`config.mk`:
```
export PLATFORM = sky130hd
export DESIGN_NAME = control_sequencer
export DESIGN_NICKNAME = d
export VERILOG_FILES = /design/src/rtl/cpu_ctrl_pkg.sv /design/src/rtl/control_sequencer_step_counter.sv /design/src/rtl/control_sequencer.sv
export SDC_FILE = /design/constraint.sdc
export NUM_CORES = 1
export LEC_CHECK = 0
export ABC_CLOCK_PERIOD_IN_PS = 3950
export BUFFER_PORTS_ARGS = -buffer_cell sky130_fd_sc_hd__buf_2
export CAP_MARGIN = 20
export CORE_UTILIZATION = 45
export CTS_CLUSTER_DIAMETER = 60
export DETAILED_ROUTE_END_ITERATION = 12
export PLACE_DENSITY_LB_ADDON = 0.08
export SYNTH_ARGS = -nofsm -noshare
export SYNTH_HDL_FRONTEND = slang
export SYNTH_SLANG_ARGS = --single-unit
```
`constraint.sdc`:
```
create_clock -name clk -period 3.95 [get_ports clk]
set_clock_uncertainty 0.1 [all_clocks]
set_input_delay 0.79 -clock clk [delete_from_list [all_inputs] [get_ports clk]]
set_output_delay 0.79 -clock clk [all_outputs]
set_load 0.01 [all_outputs]
```
`src/rtl/cpu_ctrl_pkg.sv`:
```
// Shared types for the microcoded control unit: opcodes, the control word layout
// and the fetch length.
package cpu_ctrl_pkg;

    localparam int FETCH_STEPS = 2;

    typedef enum logic [3:0] {
        OP_NOP = 4'h0,
        OP_LDA = 4'h1,
        OP_ADD = 4'h2,
        OP_SUB = 4'h3,
        OP_STA = 4'h4,
        OP_LDI = 4'h5,
        OP_JMP = 4'h6,
        OP_JC  = 4'h7,
        OP_JZ  = 4'h8,
        OP_OUT = 4'hE,
        OP_HLT = 4'hF
    } opcode_e;

    typedef struct packed {
        logic halt;
        logic mar_in;
        logic ram_in;
        logic ram_out;
        logic ir_in;
        logic ir_out;
        logic a_in;
        logic a_out;
        logic alu_out;
        logic alu_subtract;
        logic flags_in;
        logic b_in;
        logic out_in;
        logic pc_en;
        logic pc_out;
        logic jump;
    } ctrl_word_t;

endpackage

```
`src/rtl/control_sequencer_step_counter.sv`:
```
// Microstep counter: wraps at STEPS-1, freezes while halting, and can be sent
// back to step 0 early when the current instruction has nothing left to do.
module step_counter #(
    parameter int STEPS = 5
) (
    input  logic       clk,
    input  logic       rst,
    input  logic       hold,
    input  logic       early_zero,
    output logic [2:0] step
);

    logic [2:0] step_q;
    logic [2:0] step_d;

    always_comb begin
        step_d = step_q;
        if (!hold) begin
            if (early_zero || (step_q == 3'(STEPS - 1))) begin
                step_d = '0;
            end else begin
                step_d = step_q + 3'd1;
            end
        end
    end

    always_ff @(posedge clk or negedge rst) begin
        if (!rst) begin
            step_q <= '0;
        end else begin
            step_q <= step_d;
        end
    end

    assign step = step_q;

endmodule

```
`src/rtl/control_sequencer.sv`:
```
// Microcoded control unit for the 8-bit bus CPU. Optional CTRL_EARLY_STEP_RESET_EN
// restarts fetch as soon as an instruction's remaining control words are empty.
module control_sequencer
    import cpu_ctrl_pkg::*;
#(
    parameter int STEPS    = 5,
    parameter int OPCODE_W = 4
) (
    input  logic       clk,
    input  logic       rst,
    input  logic [7:0] instr,
    input  logic       carry,
    input  logic       zero,
    output logic       halt,
    output logic       mar_in,
    output logic       ram_in,
    output logic       ram_out,
    output logic       ir_in,
    output logic       ir_out,
    output logic       a_in,
    output logic       a_out,
    output logic       alu_out,
    output logic       alu_subtract,
    output logic       flags_in,
    output logic       b_in,
    output logic       out_in,
    output logic       pc_en,
    output logic       pc_out,
    output logic       jump,
    output logic [2:0] step
);

    logic [OPCODE_W-1:0] opcode;
    logic [2:0]          step_q;
    logic                halted_q;
    logic                halted_d;
    logic                early_zero;
    ctrl_word_t          dec;
    ctrl_word_t          ctrl;
    logic                unused_operand;

    assign opcode         = instr[7 -: OPCODE_W];
    assign unused_operand = ^instr[3:0];

    always_comb begin
        dec = '0;
        if (halted_q) begin
            dec.halt = 1'b1;
        end else begin
            case (step_q)
                3'd0: begin
                    dec.pc_out = 1'b1;
                    dec.mar_in = 1'b1;
                end
                3'd1: begin
                    dec.ram_out = 1'b1;
                    dec.ir_in   = 1'b1;
                    dec.pc_en   = 1'b1;
                end
                default: begin
                    case (opcode)
                        OP_LDA: begin
                            if (step_q == 3'd2) begin
                                dec.ir_out = 1'b1;
                                dec.mar_in = 1'b1;
                            end else if (step_q == 3'd3) begin
                                dec.ram_out = 1'b1;
                                dec.a_in    = 1'b1;
                            end
                        end
                        OP_ADD, OP_SUB: begin
                            if (step_q == 3'd2) begin
                                dec.ir_out = 1'b1;
                                dec.mar_in = 1'b1;
                            end else if (step_q == 3'd3) begin
                                dec.ram_out      = 1'b1;
                                dec.b_in         = 1'b1;
                                dec.alu_subtract = (opcode == OP_SUB);
                            end else if (step_q == 3'd4) begin
                                dec.alu_out      = 1'b1;
                                dec.a_in         = 1'b1;
                                dec.flags_in     = 1'b1;
                                dec.alu_subtract = (opcode == OP_SUB);
                            end
                        end
                        OP_STA: begin
                            if (step_q == 3'd2) begin
                                dec.ir_out = 1'b1;
                                dec.mar_in = 1'b1;
                            end else if (step_q == 3'd3) begin
                                dec.a_out  = 1'b1;
                                dec.ram_in = 1'b1;
                            end
                        end
                        OP_LDI: begin
                            if (step_q == 3'd2) begin
                                dec.ir_out = 1'b1;
                                dec.a_in   = 1'b1;
                            end
                        end
                        OP_JMP, OP_JC, OP_JZ: begin
                            // Conditional jumps look at the flags as they stand during T2.
                            if ((step_q == 3'd2) &&
                                ((opcode == OP_JMP) ||
                                 ((opcode == OP_JC) && carry) ||
                                 ((opcode == OP_JZ) && zero))) begin
                                dec.ir_out = 1'b1;
                                dec.jump   = 1'b1;
                            end
                        end
                        OP_OUT: begin
                            if (step_q == 3'd2) begin
                                dec.a_out  = 1'b1;
                                dec.out_in = 1'b1;
                            end
                        end
                        OP_HLT: begin
                            if (step_q == 3'd2) begin
                                dec.halt = 1'b1;
                            end
                        end
                        default: dec = '0;
                    endcase
                end
            endcase
        end
    end

`ifdef CTRL_EARLY_STEP_RESET_EN
    assign early_zero = (step_q >= 3'(FETCH_STEPS)) && (dec == '0);
`else
    assign early_zero = 1'b0;
`endif

    assign halted_d = halted_q | dec.halt;

    always_ff @(posedge clk or negedge rst) begin
        if (!rst) begin
            halted_q <= 1'b0;
        end else begin
            halted_q <= halted_d;
        end
    end

    step_counter #(
        .STEPS(STEPS)
    ) u_step_counter (
        .clk       (clk),
        .rst       (rst),
        .hold      (halted_d),
        .early_zero(early_zero),
        .step      (step_q)
    );

    // Outputs drop the moment reset is asserted, without waiting for a clock.
    assign ctrl = rst ? dec : '0;

    assign halt         = ctrl.halt;
    assign mar_in       = ctrl.mar_in;
    assign ram_in       = ctrl.ram_in;
    assign ram_out      = ctrl.ram_out;
    assign ir_in        = ctrl.ir_in;
    assign ir_out       = ctrl.ir_out;
    assign a_in         = ctrl.a_in;
    assign a_out        = ctrl.a_out;
    assign alu_out      = ctrl.alu_out;
    assign alu_subtract = ctrl.alu_subtract;
    assign flags_in     = ctrl.flags_in;
    assign b_in         = ctrl.b_in;
    assign out_in       = ctrl.out_in;
    assign pc_en        = ctrl.pc_en;
    assign pc_out       = ctrl.pc_out;
    assign jump         = ctrl.jump;
    assign step         = rst ? step_q : 3'd0;

endmodule

```
Yosys cells after proc, flatten, opt, wreduce, memory -nomap -nowiden
Cells that the tools add are included.
- register bits after elaboration: 4
- input bits: 12
- output and inout bits: 19
- word-level logic and storage cells: 65
- add/subtract/negate cells: 1
- equal/unequal tests: 14
- multiplexer cells: 36
- bitwise gates (word level): 1
- reductions and logical operators: 11
- operators by type and width (operator ; number):
    $mux W1 ; 22
    $eq A4 B3 Y1 const B ; 4
    $mux W16 ; 1
    $mux W15 ; 1
    $eq A4 B4 Y1 const B ; 3
    $mux W3 ; 3
    $eq A4 B2 Y1 const B ; 2
    $mux W4 ; 2
    $mux W8 ; 1
    $eq A3 B2 Y1 const B ; 2
    $pmux W1 S3 ; 2
    $reduce_or A3 Y1 ; 2
    $eq A4 B1 Y1 const B ; 1
    $pmux W1 S2 ; 2
    $pmux W2 S2 ; 1
    $reduce_or A2 Y1 ; 2
    $reduce_or A4 Y1 ; 1
    $add A3 B1 Y3 const B ; 1
    $eq A3 B1 Y1 const B ; 1
    $eq A3 B3 Y1 const B ; 1
    $logic_and A1 B1 Y1 ; 3
    $logic_not A3 Y1 ; 1
    $logic_or A1 B1 Y1 ; 2
    $mux W2 ; 1
    $or A1 B1 Y1 ; 1

Longest topological paths before layout
Gate-level depths: netlist (run 1).
- word-level depth: 10
- mapped depth: 7
- depth with buffers taken out: 6

Modules after synthesis
Synthesis (run 1) repeated with hierarchy kept, for this count alone.
- cells, all modules: 76
- area total of the unflattened synthesis: 568.0 um^2
- by module, submodules not included (module ; instances ; cells an instance ; area each (um^2) ; sequential area each (um^2)):
    control_sequencer ; 1 ; 60 ; 387.9 ; 25.0
    step_counter ; 1 ; 16 ; 180.2 ; 75.1

Least setup slack after synthesis (run 1)
Ideal clock, no wire load.
- kind: input port to output port
- from: in instr[7]
- to: out flags_in
- arrival: 2.055 ns
- data required time: 3.060 ns
- path slack: 1.005 ns
- stages: 4
- buffers on the path: 2
- cells stage by stage: buf_6 -> or3b_4 -> nor4_1 -> buf_4
- longest elaborated chain between the ends: 6
- elaborated cells between the ends (all ways): 7
- classes of those cells: eq/ne: 2; mux: 4; reduce/logical: 1
- ends and longest elaborated chain (what ; line ; source):
    start, declared ; control_sequencer.sv:11 ; input logic [7:0] instr,
    $eq A4 B2 Y1 ; control_sequencer.sv:61 ; case (opcode)
    $reduce_or A2 Y1 (*) ; control_sequencer.sv:61 ;
    $mux W4 (*) ; control_sequencer.sv:61 ;
    $mux W8 (*) ; control_sequencer.sv:50 ; case (step_q)
    $mux W15 (*) ; control_sequencer.sv:47 ; if (halted_q) begin
    $mux W16 (*) ; control_sequencer.sv:156 ; assign ctrl = rst ? dec : '0;
    end, declared ; control_sequencer.sv:24 ; output logic flags_in,
Every way passes the cells marked *; elsewhere a longest branch is shown, timed or not.

Worst setup path in the final report (run 1)
- from: in instr[7]
- to: out a_in
- longest elaborated chain between the ends: 6
- elaborated cells between the ends (all ways): 9
- classes of those cells: eq/ne: 4; mux: 4; reduce/logical: 1
- ends and longest elaborated chain (what ; line ; source):
    $eq A4 B2 Y1 ; control_sequencer.sv:61 ;
    $reduce_or A2 Y1 ; control_sequencer.sv:61 ;
    $pmux W1 S3 (*) ; control_sequencer.sv:61 ;
    $mux W8 (*) ; control_sequencer.sv:50 ;
    $mux W15 (*) ; control_sequencer.sv:47 ;
    $mux W16 (*) ; control_sequencer.sv:156 ;
    end, declared ; control_sequencer.sv:20 ; output logic a_in,
Marks and branches as above.

==> results of run 1 <==
## how the worst max path moves through the flow
stage / end / slack [ns] / cells past startpoint
final: a_in / 1.04 / 6
after global routing: halt / 0.84 / 7
after CTS: a_in / 1.04 / 6
after detailed placement: a_in / 1.04 / 6
after global placement: a_in / 1.05 / 6
after floorplan: flags_in / 1.01 / 4
## metal layers
metal / up-vias / share of wire
met5: - / 0
met4: 0 / 0
met3: 0 / 0.065
met2: 26 / 0.44
met1: 291 / 0.50
li1: 339 / -
## cell type report
| cell class | instances | area, um^2 |
|---|---|---|
| multi-input cells | 70 | 435 |
| clock buffers | 3 | 22.5 |
| fillers | 110 | 443 |
| well taps | 14 | 17.5 |
| flip-flops and latches | 4 | 100 |
| repair buffers | 26 | 130 |
| inverters | 6 | 22.5 |
## worst max-delay path, stage by stage
cell and delay (ns):
buf_2 0.15, or3b_4 0.43, nor3_2 0.17, a31oi_1 0.07
nor4b_2 0.25, buf_2 0.17
## kinds of logic (layout without fill, tap and decap cells)
group | Yosys count | count (layout) | share of synthesized area
compound gates | 15 | 15 | 0.164
xor+xnor | 1 | 1 | 0.0147
fa+ha+maj | 5 | 5 | 0.105
buf+inv | 11 | 35 | 0.0989
flops | 4 | 4 | 0.168
mux | 1 | 1 | 0.0189
simple gates | 48 | 48 | 0.429
## cells in the mapped netlist, types with 2 or more instances
cell       n
nor2_1    12
nand2_1   10
inv_1      6
nor2b_1    6
a21oi_1    5
ha_1       5
nand2b_1   5
nor3_1     5
dfrtp_1    4
and2_1     3
buf_2      2
buf_4      2
nand3_1    2
o21ai_0    2
## placed cells by master (no fill, tap or decap), types with 3 or more instances in the layout
cell,synthesis,layout
dfrtp_1,4,4
and2_1,3,3
nand2_1,10,10
nor3_1,5,5
inv_1,6,6
nor2_1,12,12
clkbuf_4,0,3
nor2b_1,6,6
nand2b_1,5,5
buf_2,2,26
a21oi_1,5,5
ha_1,5,5
## through the flow
step	instances	util
after floorplan	85	-
after global routing	123	0.622
after detailed placement	120	0.603
after global placement	120	0.603
after CTS	123	0.622
final	123	0.622
## sequential cells by signal, indices dropped and copies added, names as in the netlist
name	count
u_step_counter.step	3
halted_q	1
## where the power goes
group          switching [W]  internal [W]
logic               0.000129     0.0000996
clock network      0.0000167     0.0000340
registers          0.0000380     0.0000624
total               0.000184      0.000196
==> reports/metrics.yaml, run 1 <==
timing:
  period_share: 0.737
  drv_slew: 0
  slew_headroom: 0.713
  setup_viol: 0
  tightest_slew_ns: 0.425
  tns_ns: 0
  setup_ws_ns: 1.04
  max_freq_ghz: 0.344
  fin_crit_ns: 2.91
  hold_ws_ns: 0.282
  hold_viol_final: 0
  grt_setup_unrepaired: "no"
clock_network:
  clkSlewWorstSetupHoldPaths_ns: 0.04
  cts.sinks: 4
  post_cts_buffers: 0
  cts-root-buf: "clkbuf_4"
  cts_made_buffers: 3
  clk_path_buf_depth: 2
  cts-hold-fix-buffers: 0
  postCtsResizedCells: 0
  clk_latency_ns: 0.24
  htree_levels: 1
  cts_tree: "built"
synth:
  synth_enable_flop_cells: 0
  ys.flop_type: "dfrtp_1"
  ys_types: 30
  synth-seq-area-share: 0.168
  async_flop_share: 1.00
  netlist_instances: 85
  syn_area_um2: 594
  ys_warn_count: 0
  synth_top_cell_area_share: 0.168
  synth_top_area_cell: "dfrtp_1"
  synth.avg_cell_area_um2: 6.99
  synth.area.top_cells: "dfrtp_1, ha_1, nor2_1, nand2_1, nor2b_1"
  syn_nets: 102
  yosys_register_bits: 4
die:
  die_w_um: 38.3
  coreArea_um2: 1170
  fp.dieH_um: 38.3
  io-pin-count: 31
  dieArea_um2: 1470
  rows: 12
  start_util: 0.507
grt:
  grt_max_degree: 13
  antenna_found_initial: 0
  gr-max-usage-layer: "met2"
  met3_usage: 0.0698
  met2_usage: 0.301
  grt_use_total: 0.203
  first_global_vias: 495
  grt_pass1_wl_mm: 2.11
  met1_usage: 0.289
  grt-ovfl-total: 0
critical_path:
  crit_arrival_ns: 2.02
  r2r_cells: 6
  critical_path_required_ns: 3.06
  cp-end-kind: "output port"
  cp-start-kind: "input port"
  r2r_start: "u_step_counter.step[0]"
  crit_fanout: 10
  r2r_setup_slack_ns: 2.12
  cp-startpoint: "instr[7]"
  r2r_end: "u_step_counter.step[0]"
  path_class: "in -> out"
place:
  place_ws_ns: 1.04
  portBuffers: 26
  gp_congestion: 0.776
  place_area_um2: 706
  dpl.hpwl_mm: 1.02
route:
  ant_nets: 0
  drt_iter0_drc: 36
  avgViaCountPerCell: 5.33
  dr.pass1.iters: 4
  drc: 0
  wl_per_cell_um: 10.9
  vias: 656
  finalWirelength_mm: 1.35
layout:
  area_delta_synth_final_pct: 22.5
  final_layout_size_suffix_gt1_frac: 0.303
  final_nets: 128
  antenna_cells: 0
  stdcell_area_um2: 728
run_status:
  status: "complete, no violations"
hold_path:
  hp-class: "in -> async"
pwr:
  ir_worst_vdd_mv: 0.478
  p_total_w: 0.000380
  cellPowerDensity_nw_per_um2: 521
  p_leak_nw: 0.375
job:
  cap_violations: 0
Note: power is estimated with default switching activity, not from simulation.
==> run 2, diff against run 1 <==
- ABC_CLOCK_PERIOD_IN_PS: 3950 -> 3000
- CORE_UTILIZATION: 45 -> 43
- clock period: 3.95 -> 3 ns (I/O delays scaled with it)
==> run 2 against run 1 <==
Clock power rose by 37%; combinational power is 33% higher; via count increased by 1.7%; hold slack worse by 0.20 ns; die area up 4.4%; power rose by 33%; cell area increased by 0.17%; critical path depth rose by 1; worst setup slack lost 0.75 ns; sequential power is 32% higher; clock-buffer cell count unchanged; core utilization decreased by 5.4 points; critical path type is now reg -> out; largest cell class unchanged; largest power group unchanged; highest routed layer is now met4.
==> reports/metrics.yaml, run 2 (same netlist as run 1, synthesis figures left out) <==
run_status:
  status: "complete, no violations"
grt:
  grt-ovfl-total: 0  # unchanged
  antenna_found_initial: 0  # unchanged
  first_global_vias: 459  # -7.3%
  grt_use_total: 0.221  # +0.0184
  met3_usage: 0.0867  # +0.0169
  grt_max_degree: 13  # unchanged
  met2_usage: 0.283  # -0.0175
  gr-max-usage-layer: "met1"
  met1_usage: 0.303  # +0.0144
  grt_pass1_wl_mm: 2.17  # +2.6%
timing:
  drv_slew: 0  # unchanged
  grt_setup_unrepaired: "no"
  setup_viol: 0  # unchanged
  period_share: 0.903
  slew_headroom: 0.703  # -0.0105
  tns_ns: 0  # unchanged
  hold_viol_final: 0  # unchanged
  max_freq_ghz: 0.369
  fin_crit_ns: 2.71
  tightest_slew_ns: 0.441  # +0.0156 ns
layout:
  utilization: 0.568  # -0.0541
  area_delta_synth_final_pct: 22.7
  final_cell_mix: "buf_2, nor2_1, nand2_1, inv_1, nor2b_1"
  antenna_cells: 0  # unchanged
  final_common_cell: "buf_2"
  largest_register_ffs: 3  # unchanged
  final_layout_size_suffix_gt1_frac: 0.303  # unchanged
  final_nets: 128  # unchanged
clock_network:
  cts.sinks: 4  # unchanged
  clkSlewWorstSetupHoldPaths_ns: 0.04  # about the same
  post_cts_buffers: 0  # unchanged
  postCtsResizedCells: 0  # unchanged
  htree_levels: 1  # unchanged
  clk_latency_ns: 0.24  # about the same
  clk_path_buf_depth: 2  # unchanged
  cts_made_buffers: 3  # unchanged
  cts-hold-fix-buffers: 0  # unchanged
  cts_tree: "built"
  cts-root-buf: "clkbuf_4"
place:
  gp_congestion: 0.765  # -1.4%
  dpl.hpwl_mm: 1.06  # +3.8%
  portBuffers: 26  # unchanged
pwr:
  p_leak_nw: 0.375  # unchanged
  cellPowerDensity_nw_per_um2: 693  # +33%
  ir_worst_vdd_mv: 0.553  # +16%
route:
  drt_iter0_drc: 15  # -58%
  dr.pass1.iters: 4  # unchanged
  avgViaCountPerCell: 5.38  # +0.86%
  finalWirelength_mm: 1.40  # +3.7%
  vias: 667  # +1.7%
  wl_per_cell_um: 11.3  # +2.9%
  drc: 0  # unchanged
  ant_nets: 0  # unchanged
die:
  rows: 13  # +1
  fp.dieH_um: 39.2  # +2.2%
  io-pin-count: 31  # unchanged
  die_w_um: 39.2  # +2.2%
  dieArea_um2: 1530  # +4.4%
  coreArea_um2: 1280  # +9.7%
  start_util: 0.463  # -0.0450
critical_path:
  crit_arrival_ns: 2.01  # about the same
  cp.depth: 7  # +1
  critical_path_required_ns: 2.30  # -0.76 ns
  path_class: "reg -> out"
  cp_top_family: "adder cells"
  cp-end-kind: "output port"
  cp_num_buf_inv: 1  # -1
  r2r_cells: 6  # unchanged
  crit_top_cell: "ha_1"
  slowest_delay_ns: 0.45  # +0.02 ns
  slowest_stage: "dfrtp_1"
  crit_chain: "ha_1 -> ha_1 -> nor2b_1 -> mux2_2 -> a31oi_1 -> nor4b_2 -> buf_2"
  cp-start-kind: "flip-flop"
  crit_fanout: 8  # -2
  r2r_setup_slack_ns: 1.15  # -0.97 ns
job:
  cap_violations: 0  # unchanged
hold_path:
  hp-class: "in -> async"
==> run 2: cell counts in the layout (fill, tap and decap cells not counted) <==
Identical to the previous run, type by type.
==> run 2: worst paths after layout <==
kind,startpoint,end
max,u_step_counter.step[1],a_in
max reg2reg,u_step_counter.step[0],u_step_counter.step[0]
max in group asynchronous,rst,u_step_counter.step[1]
min reg2reg,halted_q,u_step_counter.step[1]
min in group clk,halted_q,u_step_counter.step[1]
min,rst,halted_q
==> run 2: metrics by stage <==
| stage | setup WS, ns | std cells | cell area [um^2] | total power [W] | hold slack (ns) |
|---|---|---|---|---|---|
| finish | 0.292 | 124 | 729 | 0.000505 | 0.0829 |
| floorplan | 0.435 | 85 | 594 | 0.000353 | 0.204 |
| CTS | 0.278 | 124 | 729 | 0.000507 | 0.0845 |
| global route | 0.120 | 124 | 729 | 0.000564 | 0.0798 |
| detailed placement | 0.461 | 121 | 707 | 0.000434 | 0.340 |
| global placement | 0.469 | 121 | 707 | 0.000425 | 0.342 |
==> run 2: power breakdown <==
part	switching, W	total (W)	leakage, nW	internal [W]
Combinational	0.000170	0.000303	0.312	0.000133
Sequential	0.0000502	0.000132	0.0487	0.0000822
Clock	0.0000244	0.0000693	0.0138	0.0000449
==> run 2: final cells by class <==
type                    instances  area [um^2]
repair buffers                 26          130
inverters                       6         22.5
fillers                       136          556
multi-input cells              70          435
flip-flops and latches          4          100
clock buffers                   3         22.5
well taps                      15         18.8
==> run 2: per-layer routing <==
layer	vias to the layer above	wire (um)
met5	-	0
li1	341	-
met3	5	99
met4	0	29
met1	298	696
met2	23	571
